## config.mk

```make
export PLATFORM = sky130hd
export DESIGN_NAME = simd_issue_scheduler_flat
export DESIGN_NICKNAME = d
export VERILOG_FILES = /design/src/rtl/simd_issue_if.sv /design/src/rtl/simd_issue_scheduler.sv /design/src/flat_wrapper.sv
export SDC_FILE = /design/constraint.sdc
export NUM_CORES = 1
export LEC_CHECK = 0
export BUFFER_PORTS_ARGS = -buffer_cell sky130_fd_sc_hd__clkbuf_2
export CORE_MARGIN = 1
export CORE_UTILIZATION = 35
export DETAILED_ROUTE_END_ITERATION = 7
export PLACE_DENSITY = 0.66
export SKIP_LAST_GASP = 1
export SYNTH_ARGS = -nofsm -noshare
export SYNTH_HDL_FRONTEND = slang
export SYNTH_SLANG_ARGS = --single-unit
export TNS_END_PERCENT = 100
```

## constraint.sdc

```tcl
create_clock -name clk -period 7 [get_ports clk]
set_input_delay 0.7 -clock clk [delete_from_list [all_inputs] [get_ports clk]]
set_output_delay 0.7 -clock clk [all_outputs]
set_load 0.01 [all_outputs]
```

## src/rtl/simd_issue_if.sv

```systemverilog
// Request/issue/writeback bundle between warp requesters and the SIMD issue scheduler.
// master = requester side, slave = scheduler side.
interface simd_issue_if #(
    parameter int NUM_WARPS = 4
);
    localparam int WARP_W = (NUM_WARPS > 1) ? $clog2(NUM_WARPS) : 1;

    logic [NUM_WARPS-1:0]    req_valid;
    logic [32*NUM_WARPS-1:0] req_instr;
    logic [NUM_WARPS-1:0]    req_ready;

    logic                    issue_valid;
    logic [WARP_W-1:0]       issue_warp;
    logic [1:0]              issue_op;
    logic [3:0]              issue_mask;
    logic [2:0]              issue_dest;
    logic [2:0]              issue_srcA;
    logic [2:0]              issue_srcB;

    logic                    wb_valid;
    logic [2:0]              wb_dest;
    logic [WARP_W-1:0]       wb_warp;

    modport master (
        output req_valid, req_instr,
        input  req_ready,
        input  issue_valid, issue_warp, issue_op, issue_mask, issue_dest, issue_srcA, issue_srcB,
        input  wb_valid, wb_dest, wb_warp
    );

    modport slave (
        input  req_valid, req_instr,
        output req_ready,
        output issue_valid, issue_warp, issue_op, issue_mask, issue_dest, issue_srcA, issue_srcB,
        output wb_valid, wb_dest, wb_warp
    );
endinterface

```

## src/rtl/simd_issue_scheduler.sv

```systemverilog
// Round-robin issue scheduler sharing one SIMD ALU among NUM_WARPS streams, with a
// destination scoreboard and a fixed-latency writeback strobe.
module simd_issue_scheduler #(
    parameter int NUM_WARPS  = 4,
    parameter int WB_LATENCY = 2,
    parameter int CNT_W      = 16
) (
    input  logic             clk,
    input  logic             rst,
    input  logic             run,
    simd_issue_if.slave      bus,
    output logic [7:0]       pending,
    output logic [CNT_W-1:0] issue_count,
    output logic [CNT_W-1:0] stall_count
);
    localparam int WARP_W = (NUM_WARPS > 1) ? $clog2(NUM_WARPS) : 1;

    logic [31:0]          instr_w [NUM_WARPS];
    logic [NUM_WARPS-1:0] eligible;
    logic [NUM_WARPS-1:0] grant;
    logic [WARP_W-1:0]    sel;
    logic [WARP_W-1:0]    idx;
    logic [31:0]          sel_instr;
    logic [WARP_W-1:0]    last_grant;
    logic                 xfer;
    logic [7:0]           set_vec;
    logic [7:0]           clr_vec;

    logic                 pipe_v [WB_LATENCY+1];
    logic [2:0]           pipe_d [WB_LATENCY+1];
    logic [WARP_W-1:0]    pipe_w [WB_LATENCY+1];

    function automatic logic [WARP_W-1:0] rr_idx(input logic [WARP_W-1:0] base, input int off);
        int s;
        s = int'(base) + 1 + off;
        if (s >= NUM_WARPS) s = s - NUM_WARPS;
        return WARP_W'(s);
    endfunction

    // Hazard check: a source or a nonzero destination with a write in flight blocks the warp.
    for (genvar w = 0; w < NUM_WARPS; w++) begin : g_warp
        logic [2:0] d, a, b;
        assign instr_w[w]  = bus.req_instr[32*w +: 32];
        assign d           = instr_w[w][25:23];
        assign a           = instr_w[w][22:20];
        assign b           = instr_w[w][19:17];
        assign eligible[w] = run & bus.req_valid[w] & ~pending[a] & ~pending[b]
                             & ((d == 3'd0) | ~pending[d]);
    end

    always_comb begin
        grant     = '0;
        sel       = '0;
        idx       = '0;
        sel_instr = '0;
        for (int i = 0; i < NUM_WARPS; i++) begin
            idx = rr_idx(last_grant, i);
            if ((grant == '0) && eligible[idx]) begin
                grant[idx] = 1'b1;
                sel        = idx;
                sel_instr  = instr_w[idx];
            end
        end
    end

    assign bus.req_ready = grant;
    assign xfer          = |grant;

    always_comb begin
        set_vec = '0;
        clr_vec = '0;
        if (xfer && (sel_instr[25:23] != 3'd0)) set_vec = 8'b1 << sel_instr[25:23];
        if (pipe_v[WB_LATENCY])                 clr_vec = 8'b1 << pipe_d[WB_LATENCY];
    end

    assign bus.wb_valid = pipe_v[WB_LATENCY];
    assign bus.wb_dest  = pipe_d[WB_LATENCY];
    assign bus.wb_warp  = pipe_w[WB_LATENCY];

    always_ff @(posedge clk) begin
        if (rst) begin
            bus.issue_valid <= 1'b0;
            bus.issue_warp  <= '0;
            bus.issue_op    <= '0;
            bus.issue_mask  <= '0;
            bus.issue_dest  <= '0;
            bus.issue_srcA  <= '0;
            bus.issue_srcB  <= '0;
            last_grant      <= WARP_W'(NUM_WARPS - 1);
            pending         <= '0;
            issue_count     <= '0;
            stall_count     <= '0;
            for (int k = 0; k <= WB_LATENCY; k++) begin
                pipe_v[k] <= 1'b0;
                pipe_d[k] <= '0;
                pipe_w[k] <= '0;
            end
        end else begin
            bus.issue_valid <= xfer;
            if (xfer) begin
                bus.issue_warp <= sel;
                bus.issue_op   <= sel_instr[31:30];
                bus.issue_mask <= sel_instr[29:26];
                bus.issue_dest <= sel_instr[25:23];
                bus.issue_srcA <= sel_instr[22:20];
                bus.issue_srcB <= sel_instr[19:17];
                last_grant     <= sel;
                issue_count    <= issue_count + CNT_W'(1);
            end
            if ((|bus.req_valid) && !xfer && (stall_count != '1))
                stall_count <= stall_count + CNT_W'(1);

            // Stage 0 lines up with the issue cycle, so the last stage lands WB_LATENCY cycles later.
            pipe_v[0] <= set_vec != 8'd0;
            pipe_d[0] <= sel_instr[25:23];
            pipe_w[0] <= sel;
            for (int k = 1; k <= WB_LATENCY; k++) begin
                pipe_v[k] <= pipe_v[k-1];
                pipe_d[k] <= pipe_d[k-1];
                pipe_w[k] <= pipe_w[k-1];
            end

            pending <= (pending | set_vec) & ~clr_vec & 8'hFE;
        end
    end
endmodule
```

## src/flat_wrapper.sv

```systemverilog
// flat-port wrapper written by rule: the top's interface ports become plain ports
module simd_issue_scheduler_flat 
#(
    parameter int NUM_WARPS  = 4,
    parameter int WB_LATENCY = 2,
    parameter int CNT_W      = 16
)
  (clk, rst, run, pending, issue_count, stall_count, bus_req_valid, bus_req_instr, bus_req_ready, bus_issue_valid, bus_issue_warp, bus_issue_op, bus_issue_mask, bus_issue_dest, bus_issue_srcA, bus_issue_srcB, bus_wb_valid, bus_wb_dest, bus_wb_warp);
  simd_issue_if #(.NUM_WARPS(NUM_WARPS)) bus_i ();
  input  logic clk;
  input  logic rst;
  input  logic run;
  output logic [7:0] pending;
  output logic [CNT_W-1:0] issue_count;
  output logic [CNT_W-1:0] stall_count;
  input wire logic [$bits(bus_i.req_valid)-1:0] bus_req_valid;
  input wire logic [$bits(bus_i.req_instr)-1:0] bus_req_instr;
  output wire logic [$bits(bus_i.req_ready)-1:0] bus_req_ready;
  output wire logic [$bits(bus_i.issue_valid)-1:0] bus_issue_valid;
  output wire logic [$bits(bus_i.issue_warp)-1:0] bus_issue_warp;
  output wire logic [$bits(bus_i.issue_op)-1:0] bus_issue_op;
  output wire logic [$bits(bus_i.issue_mask)-1:0] bus_issue_mask;
  output wire logic [$bits(bus_i.issue_dest)-1:0] bus_issue_dest;
  output wire logic [$bits(bus_i.issue_srcA)-1:0] bus_issue_srcA;
  output wire logic [$bits(bus_i.issue_srcB)-1:0] bus_issue_srcB;
  output wire logic [$bits(bus_i.wb_valid)-1:0] bus_wb_valid;
  output wire logic [$bits(bus_i.wb_dest)-1:0] bus_wb_dest;
  output wire logic [$bits(bus_i.wb_warp)-1:0] bus_wb_warp;
  assign bus_i.req_valid = bus_req_valid;
  assign bus_i.req_instr = bus_req_instr;
  assign bus_req_ready = bus_i.req_ready;
  assign bus_issue_valid = bus_i.issue_valid;
  assign bus_issue_warp = bus_i.issue_warp;
  assign bus_issue_op = bus_i.issue_op;
  assign bus_issue_mask = bus_i.issue_mask;
  assign bus_issue_dest = bus_i.issue_dest;
  assign bus_issue_srcA = bus_i.issue_srcA;
  assign bus_issue_srcB = bus_i.issue_srcB;
  assign bus_wb_valid = bus_i.wb_valid;
  assign bus_wb_dest = bus_i.wb_dest;
  assign bus_wb_warp = bus_i.wb_warp;
  simd_issue_scheduler #(.NUM_WARPS(NUM_WARPS), .WB_LATENCY(WB_LATENCY), .CNT_W(CNT_W)) u_core (.clk(clk), .rst(rst), .run(run), .bus(bus_i), .pending(pending), .issue_count(issue_count), .stall_count(stall_count));
endmodule
```

Word-level counts from Yosys, hierarchy flattened. Memory sizes are Yosys's and may differ from the RTL's. Index checks and enable logic that the tools add are counted. Widths: inputs -> output; s select.

Register bits: 60. Memory bits (writable): 18. Input bits: 135. Memories: 3.

Memories: u_core.pipe_d (depth 3, width 3, rd ports 3, clocked after memory_dff 0, wr ports 3, line simd_issue_scheduler.sv:30) `logic [2:0] pipe_d [WB_LATENCY+1];`; u_core.pipe_w (depth 3, width 2, rd ports 3, clocked after memory_dff 0, wr ports 3, line simd_issue_scheduler.sv:31) `logic [WARP_W-1:0] pipe_w [WB_LATENCY+1];`; u_core.pipe_v (depth 3, width 1, rd ports 3, clocked after memory_dff 0, wr ports 3, line simd_issue_scheduler.sv:29) `logic pipe_v [WB_LATENCY+1];`.

Add/sub/neg operators: 10. Magnitude comparators: 28. Equality and inequality tests: 1. Shift operators: 2. Mux-type cells: 82. Bitwise gates (word level): 51. Reduce and logical (&&, ||, !) cells: 22.

Operator list (count): $mux 32 (12); $bmux 32 s2 (4); $ge 32x4->1 const B (3); $lt 3x4->1 const B (12); $bmux 1 s3 (12); $add 16x1->16 const B (2); $mux 1 (26); $mux 2 (11); $and 1x1->1 (16); $mux 4 (4); $mux 8 (2); $ne 16x16->1 const B (1); $shl 1x3->8 const A (2); $ge 3x3->1 const B (5); $or 1x1->1 (13); $logic_not 3->1 (4); $logic_not 4->1 (3); $lt 2x3->1 const B (4); $not 1->1 (12); $not 2->3 (4); $or 4x4->4 (3); $logic_and 1x1->1 (10); $mux 3 (3); $add 3x2->4 const B (2); other kinds (13) (26).

Longest topological paths before layout. Gate-level depths: netlist of run 1.

Depth in word-level cells: 23. Mapped depth: 19.

Least setup slack after synthesis of run 1. Ideal clock, no wire load.

Kind: flip-flop to output port. Start point: reg u_core.last_grant[0]. End point: out bus_req_ready[2]. Arrival: 4.555 ns. Required time: 6.300 ns. Slack: 1.745 ns. Stages on the path, launching flop included: 17. Path buffers: 7. Path through: dfxtp_1 buf_2 inv_1 clkbuf_1 clkbuf_1 ha_1 clkbuf_1 nor2_1 nor3_1 a22oi_4 and2_1 a311oi_1 o2111a_1 clkbuf_1 clkbuf_1 buf_1 a221o_1.

Cells in the longest elaborated chain, start to end: 17.

Ends and longest elaborated chain: start, declared (line simd_issue_scheduler.sv:24) `logic [WARP_W-1:0] last_grant;`; start signal, assigned (line simd_issue_scheduler.sv:89) `last_grant <= WARP_W'(NUM_WARPS - 1);`; start signal, assigned (line simd_issue_scheduler.sv:107) `last_grant <= sel;`; $add 2x1->3 * (line simd_issue_scheduler.sv:35) `s = int'(base) + 1 + off;`; branches (longest 15 deep; another with $ge 32x4->1); $mux 4 * (line simd_issue_scheduler.sv:58) `if ((grant == '0) && eligible[idx]) begin`; end, declared (line flat_wrapper.sv:18) `output wire logic [$bits(bus_i.req_ready)-1:0] bus_req_ready;`.

Every way passes the cells marked *. The select of a mux whose other input is x is not followed.

Worst setup path in the final report of run 1.
Start point: reg u_core.last_grant[0]. End point: reg u_core.stall_count[3].

Cells in the longest elaborated chain, start to end: 21.

Ends and longest elaborated chain: $add 2x1->3 * (line simd_issue_scheduler.sv:35); branches (longest 15 deep; another with $ge 32x4->1); $mux 4 * (line simd_issue_scheduler.sv:58); $reduce_or 4->1 * (line simd_issue_scheduler.sv:67) `assign xfer = |grant;`; $logic_not 1->1 * (line simd_issue_scheduler.sv:110) `if ((|bus.req_valid) && !xfer && (stall_count != '1))`; $logic_and 1x1->1 * (2 in series) (line simd_issue_scheduler.sv:110); end signal, assigned (line simd_issue_scheduler.sv:111) `stall_count <= stall_count + CNT_W'(1);`; end, declared (line simd_issue_scheduler.sv:14) `output logic [CNT_W-1:0] stall_count`.

Marks and branches as above. A chain may end at the register's enable or synchronous reset.

==> impl_metrics.csv, run 1 <==
group,metric,value,unit
floorplan,core_area,18000,um2
floorplan,fp.dieH,137,um
yosys,synth_nets,836,
power_and_ir_drop,fin_total_pwr,2.90,mW
yosys,yosysTopAreaCell,"dfxtp_1",
clock_network,clk_pin_slew,0.06,ns
clock_network,post_cts.repair.setup_buffers,0,
routing,dr_wl_met2,8530,um
timing,rsz0062_at_grt,"false",
critical_path,cp.required,7.26,ns
yosys,ys_ff_latch,77,
clock_network,holdBufCountCts,0,
critical_path,rr_worst_depth,12,
routing,via_count,6124,
clock_network,cts_sinks,77,
floorplan,die-area,18900,um2
yosys,synthDistinctLibCells,71,
power_and_ir_drop,intPower,1.59,mW
timing,worst_slew_pin_slew,0.962,ns
power_and_ir_drop,power_frac_seq,0.209,
yosys,synth-main-ff-cell,"dfxtp_1",
floorplan,start_util,0.357,
yosys,ys_seq_area_frac,0.241,
power_and_ir_drop,p_leak,3.01,nW
critical_path,crit_path_start_kind,"flop",
yosys,synth_area_leaders,"dfxtp_1, mux4_2, nor2_1, mux2i_1, a21oi_1",
final_layout,fin_area,7460,um2
final_layout,regArea,1550,um2
critical_path,reg2reg_from,"u_core.last_grant[0]",
critical_path,crit_fanout,57,
yosys,synth_edf_count,0,
routing,routed_wl,18500,um
yosys,synthesis.area,6410,um2
placed_design,place_hpwl,13100,um
routing,vias_per_cell,6.02,
yosys,synth.top_cell.area_share,0.241,
routing,routed.top_layer,"met4",
final_layout,diodes,0,
power_and_ir_drop,p_comb_frac,0.636,
hold_path,holdCritPathClass,"reg -> reg",
timing,maxSlewViolCount,0,
global_routing,grt_pass1_vias,5486,
placed_design,place_area,7170,um2
timing,setup_tns,0,ns
final_layout,nNetsFinal,927,
critical_path,ff2ff_setup_slack,1.77,ns
timing,fin_crit_sh,0.747,
global_routing,antenna_found_initial,0,
global_routing,grt_max_degree,80,
clock_network,clock_path_buffers,2,
final_layout,fillers,1782,
power_and_ir_drop,clock_power_share,0.155,
yosys,async_flop_share,0,
clock_network,cts_tree,"yes",
yosys,synth_common_cells,"dfxtp_1, nor2_1, mux4_2",
floorplan,ios,203,
clock_network,htree_levels,3,
routing,firstDrtPassIters,5,
yosys,syn_avg_cell_area,9.23,um2
global_routing,overflow,0,
final_layout,synthToLayoutAreaGrowth,16.5,%
status,status,"completed",
clock_network,ctsResizeCount,0,
timing,slew_headroom,0.357,
critical_path,r2r-end,"u_core.stall_count[3]",
global_routing,grt_pass1_wl,29400,um
timing,fin_crit,5.23,ns
routing,wire_per_inst,18.2,um
hold_path,worstHoldStart,"u_core.pipe_w[0][0]",
power_and_ir_drop,ir_worst_vdd,0.000212,V
routing,drcViolationCount,0,
yosys,synth-warning-count,0,
routing,drt_iter0_markers,560,
global_routing,grt_usage,0.200,
power_and_ir_drop,power.density,388,nW/um2
clock_network,cts_made_buffers,9,
final_layout,drive_above_1_share,0.314,
critical_path,crit_type,"reg -> reg",
placed_design,place.gp.congestion,0.886,
placed_design,io_buffers,133,
critical_path,arrival,5.49,ns
power_and_ir_drop,sw_frac_of_total,0.451,
hold_path,min_to,"u_core.pipe_w[0][2]",
clock_network,clkLatencyLatePin,0.33,ns
flow_run,cap_violations,0,
floorplan,rows,49,
routing,met3_wirelength,1630,um
timing,fmax,191,MHz
hold_path,hold_depth,1,
power_and_ir_drop,switching_power,1.31,mW
timing,setup-violations-final,0,
clock_network,root_buffer,"clkbuf_16",
yosys,synthCells,694,
final_layout,multi_input_area,4520,um2
timing,finalHoldViolCount,0,
timing,clock_skew,0.00591,ns
routing,ant_nets,0,
floorplan,die_w,137,um
routing,met1_length,8180,um
critical_path,crit_path_end_kind,"flop",
==> registers in the layout, summed over array words and instances, names as in the netlist, 3 cells and up <==
name / cells
u_core.issue_count: 16
u_core.stall_count: 16
u_core.pipe_d: 9
u_core.pending: 7
u_core.pipe_w: 6
u_core.bus.issue_mask: 4
u_core.bus.issue_dest: 3
u_core.bus.issue_srcA: 3
u_core.bus.issue_srcB: 3
u_core.pipe_v: 3
==> worst max-delay path by stage <==
stage | start | end
after global placement | bus_req_instr[23] | u_core.stall_count[3]
after floorplan | u_core.last_grant[0] | bus_req_ready[2]
after CTS | u_core.last_grant[0] | u_core.stall_count[3]
after detailed placement | bus_req_instr[23] | u_core.stall_count[3]
final | u_core.last_grant[0] | u_core.stall_count[3]
after global routing | u_core.last_grant[0] | u_core.stall_count[4]
==> power by group through the flow <==
stage | Sequential, mW | Clock, mW | Combinational [mW]
floorplan | 0.596 | 0 | 1.37
global placement | 0.611 | 0 | 1.82
detailed placement | 0.613 | 0 | 1.83
CTS | 0.604 | 0.460 | 1.84
global route | 0.616 | 0.479 | 2.02
finish | 0.605 | 0.449 | 1.84
==> cell usage in the layout, fill, tap and decap left out, drive strengths merged, types with 12 or more instances in the layout <==
cell | synthesis | layout
nand3 | 12 | 12
nor2 | 78 | 78
mux2i | 18 | 18
and3 | 13 | 13
a21oi | 33 | 33
a211oi | 17 | 17
clkbuf | 44 | 146
buf | 22 | 13
or3 | 16 | 16
nor3 | 13 | 13
mux2 | 14 | 14
nand4 | 16 | 16
and2 | 19 | 19
xor2 | 17 | 17
nor2b | 26 | 26
nand2 | 38 | 38
o21ai | 15 | 15
inv | 15 | 16
mux4 | 65 | 65
a311oi | 17 | 17
dfxtp | 77 | 77
==> routing by layer <==
layer,up-vias,GRT usage
li1,2833,-
met1,2958,0.286
met2,317,0.307
met3,16,0.0390
met4,0,0.0531
met5,-,0
==> through the flow <==
step	util	hold WS, ns	instances	worst slack [ns]
after CTS	0.416	0.435	1018	1.78
after global placement	0.399	0.415	1003	1.77
final	0.416	0.431	1018	1.77
after floorplan	-	0.414	694	1.74
after detailed placement	0.399	0.421	1003	1.74
after global routing	0.416	0.446	1018	1.47
==> worst max-delay path, cell delays in order (launching register included) <==
cell     delay, ns
dfxtp_4       0.34
buf_4         0.71
ha_1          0.40
inv_1         0.10
nand2_1       0.71
mux4_2        0.41
nand2_1       0.18
nor2_1        0.05
or3_1         0.34
or4_4         0.70
or3_1         0.58
or4_1         0.50
o21ai_1       0.08
==> layout make-up <==
type	instances	area share
tap	229	0.0384
clock inverter	2	0.00184
inverter	15	0.00754
multi-input combinational	536	0.605
timing repair buffer	146	0.102
sequential	77	0.207
clock buffer	13	0.0377
==> cell families (layout without fill, tap and decap cells) <==
kind of cell,count (synthesis),count (layout),synth area share
adders and majority gates,7,7,0.0137
buffers and inverters,81,176,0.0553
DFF,77,77,0.241
xor gates and xnor gates,25,25,0.0342
and+or+nand+nor,261,261,0.210
other,1,1,0.000585
AOI/OAI and AO/OA,145,145,0.164
muxes,97,97,0.281
Note: power is estimated with default switching activity, not from simulation.
==> run 2, diff against run 1 <==
- PLACE_DENSITY: 0.66 -> 0.69
- clock period: 7 -> 4.4 ns (I/O delays scaled with it)
==> impl_metrics.csv, run 2 (synthesis results as in run 1) <==
group,metric,value,unit
status,status,"completed",
clock_network,clock_path_buffers,2,
power_and_ir_drop,sw_frac_of_total,0.439,
critical_path,crit_path_start,"u_core.pending[2]",
power_and_ir_drop,power_frac_seq,0.207,
power_and_ir_drop,p_comb_frac,0.655,
routing,drcViolationCount,0,
final_layout,reg_top3,"u_core.issue_count: 16 flops, u_core.stall_count: 16 flops, u_core.pipe_d: 9 flops",
placed_design,place.gp.congestion,0.900,
routing,firstDrtPassIters,6,
critical_path,rr_worst_depth,12,
hold_path,worstHoldStart,"u_core.pipe_d[0][1]",
critical_path,worst_path_largest_cell_delay,0.61,ns
critical_path,cp_slowest_cell,"dfxtp_1",
clock_network,cts_tree,"yes",
hold_path,holdCritPathClass,"reg -> reg",
routing,wire_per_inst,17.5,um
critical_path,reg2reg_from,"u_core.pending[2]",
hold_path,hold_depth,1,
final_layout,mostFrequentLayoutCell,"clkbuf_2",
clock_network,post_cts.repair.setup_buffers,0,
placed_design,io_buffers,133,
global_routing,antenna_found_initial,0,
global_routing,grt_pass1_vias,5489,
final_layout,diodes,0,
critical_path,crit_path_start_kind,"flop",
placed_design,dp_slack,0.0994,ns
clock_network,root_buffer,"clkbuf_16",
routing,vias_per_cell,5.93,
clock_network,clk_pin_slew,0.06,ns
final_layout,nNetsFinal,953,
floorplan,fp.dieH,137,um
routing,drt_iter0_markers,573,
routing,ant_nets,0,
timing,finalHoldViolCount,0,
critical_path,critical_path_buf_inv_count,0,
critical_path,crit_fanout,9,
global_routing,grt_pass1_wl,29000,um
critical_path,cp.required,4.66,ns
timing,worst_slew_pin_slew,0.933,ns
global_routing,overflow,0,
timing,fin_crit_sh,0.952,
floorplan,start_util,0.357,
power_and_ir_drop,intPower,2.65,mW
critical_path,arrival,4.45,ns
final_layout,synthToLayoutAreaGrowth,20.1,%
floorplan,ios,203,
power_and_ir_drop,power.density,614,nW/um2
clock_network,clkLatencyLatePin,0.33,ns
timing,fin_crit,4.19,ns
timing,clock_skew,0.00627,ns
clock_network,cts_sinks,77,
critical_path,path_cells,"mux2_2 > a221oi_1 > o22ai_1 > nor2_1 > mux4_2 > nand2_1 > nor2_1 > or3_1 > or4_4 > or3_1 > or4_1 > o21ai_1",
floorplan,rows,49,
critical_path,crit_family,"simple AND/OR/NAND/NOR gates",
final_layout,drive_above_1_share,0.348,
floorplan,core_area,18000,um2
critical_path,crit_type,"reg -> reg",
timing,maxSlewViolCount,0,
power_and_ir_drop,ir_worst_vdd,0.000337,V
critical_path,crit_path_end_kind,"flop",
power_and_ir_drop,p_leak,3.14,nW
power_and_ir_drop,switching_power,2.08,mW
routing,routed_wl,18300,um
timing,fmax,239,MHz
timing,fin_ws,0.209,ns
timing,setup_tns,0,ns
clock_network,htree_levels,3,
floorplan,die-area,18900,um2
routing,via_count,6192,
placed_design,place_hpwl,13700,um
flow_run,cap_violations,0,
floorplan,die_w,137,um
global_routing,grt_max_degree,48,
power_and_ir_drop,clock_power_share,0.139,
timing,rsz0062_at_grt,"false",
timing,slew_headroom,0.378,
critical_path,cp.depth,12,
timing,setup-violations-final,0,
final_layout,final_cell_mix,"clkbuf_2, nor2_1, dfxtp_1, mux4_2",
clock_network,cts_made_buffers,9,
global_routing,grt_usage,0.196,
[run 2: changes by cell type in the layout (fill, tap and decap cells not counted), sizes merged]
cell,delta
inv,-1
buf,+26
clkbuf,+1
clkinv,+1
[run 2: worst reg2reg max path: cells and delay by family (launching register included)]
kind	cells	cell delay (ns)
and+or+nand+nor	7	2.25
AOI/OAI and AO/OA	3	0.52
muxes	2	0.76
DFF	1	0.61
[run 2: stage by stage]
stage | utilization | total power [mW] | cell area, um2 | hold slack [ns] | cells
after floorplan | - | 3.14 | 6420 | 0.414 | 694
after global placement | 0.411 | 4.03 | 7390 | 0.417 | 1029
after detailed placement | 0.411 | 4.05 | 7390 | 0.422 | 1029
after CTS | 0.426 | 4.72 | 7650 | 0.435 | 1045
after global routing | 0.428 | 5.10 | 7690 | 0.446 | 1045
final | 0.428 | 4.73 | 7690 | 0.435 | 1045
[run 2: per-layer routing]
metal,vias up,wire [um],track usage
met3,22,1750,0.0482
met5,-,0,0
met4,0,266,0.0543
met1,2984,8120,0.272
li1,2883,-,-
met2,303,8180,0.300
[run 2: worst paths after layout]
check                                              to  slack (ns)
worst max-delay path            u_core.stall_count[3]        0.21
worst min-delay path              u_core.pipe_d[0][4]        0.43
worst max register to register  u_core.stall_count[3]        0.21
worst min register to register    u_core.pipe_d[0][4]        0.43
[run 2: area by class of cell]
class	count	area (um2)
Clock buffer	14	254
Clock inverter	2	10.0
Fill cell	1777	10300
Inverter	15	56.3
Multi-Input combinational cell	536	4560
Sequential cell	77	1550
Tap cell	229	287
Timing Repair Buffer	172	971
[run 2: what timing repair did]
action | 4_1_cts | 5_1_grt
gates resized for setup | 0 | 10
setup endpoints to repair | 0 | 23
hold endpoints to repair | 0 | 0
hold buffers | 0 | 0
[run 2: power by group through the flow]
| stage | combinational, mW | sequential (mW) | clock, mW |
|---|---|---|---|
| CTS | 3.08 | 0.971 | 0.670 |
| finish | 3.09 | 0.976 | 0.656 |
| global route | 3.40 | 0.995 | 0.699 |
| detailed placement | 3.07 | 0.986 | 0 |
| floorplan | 2.20 | 0.948 | 0 |
| global placement | 3.05 | 0.981 | 0 |
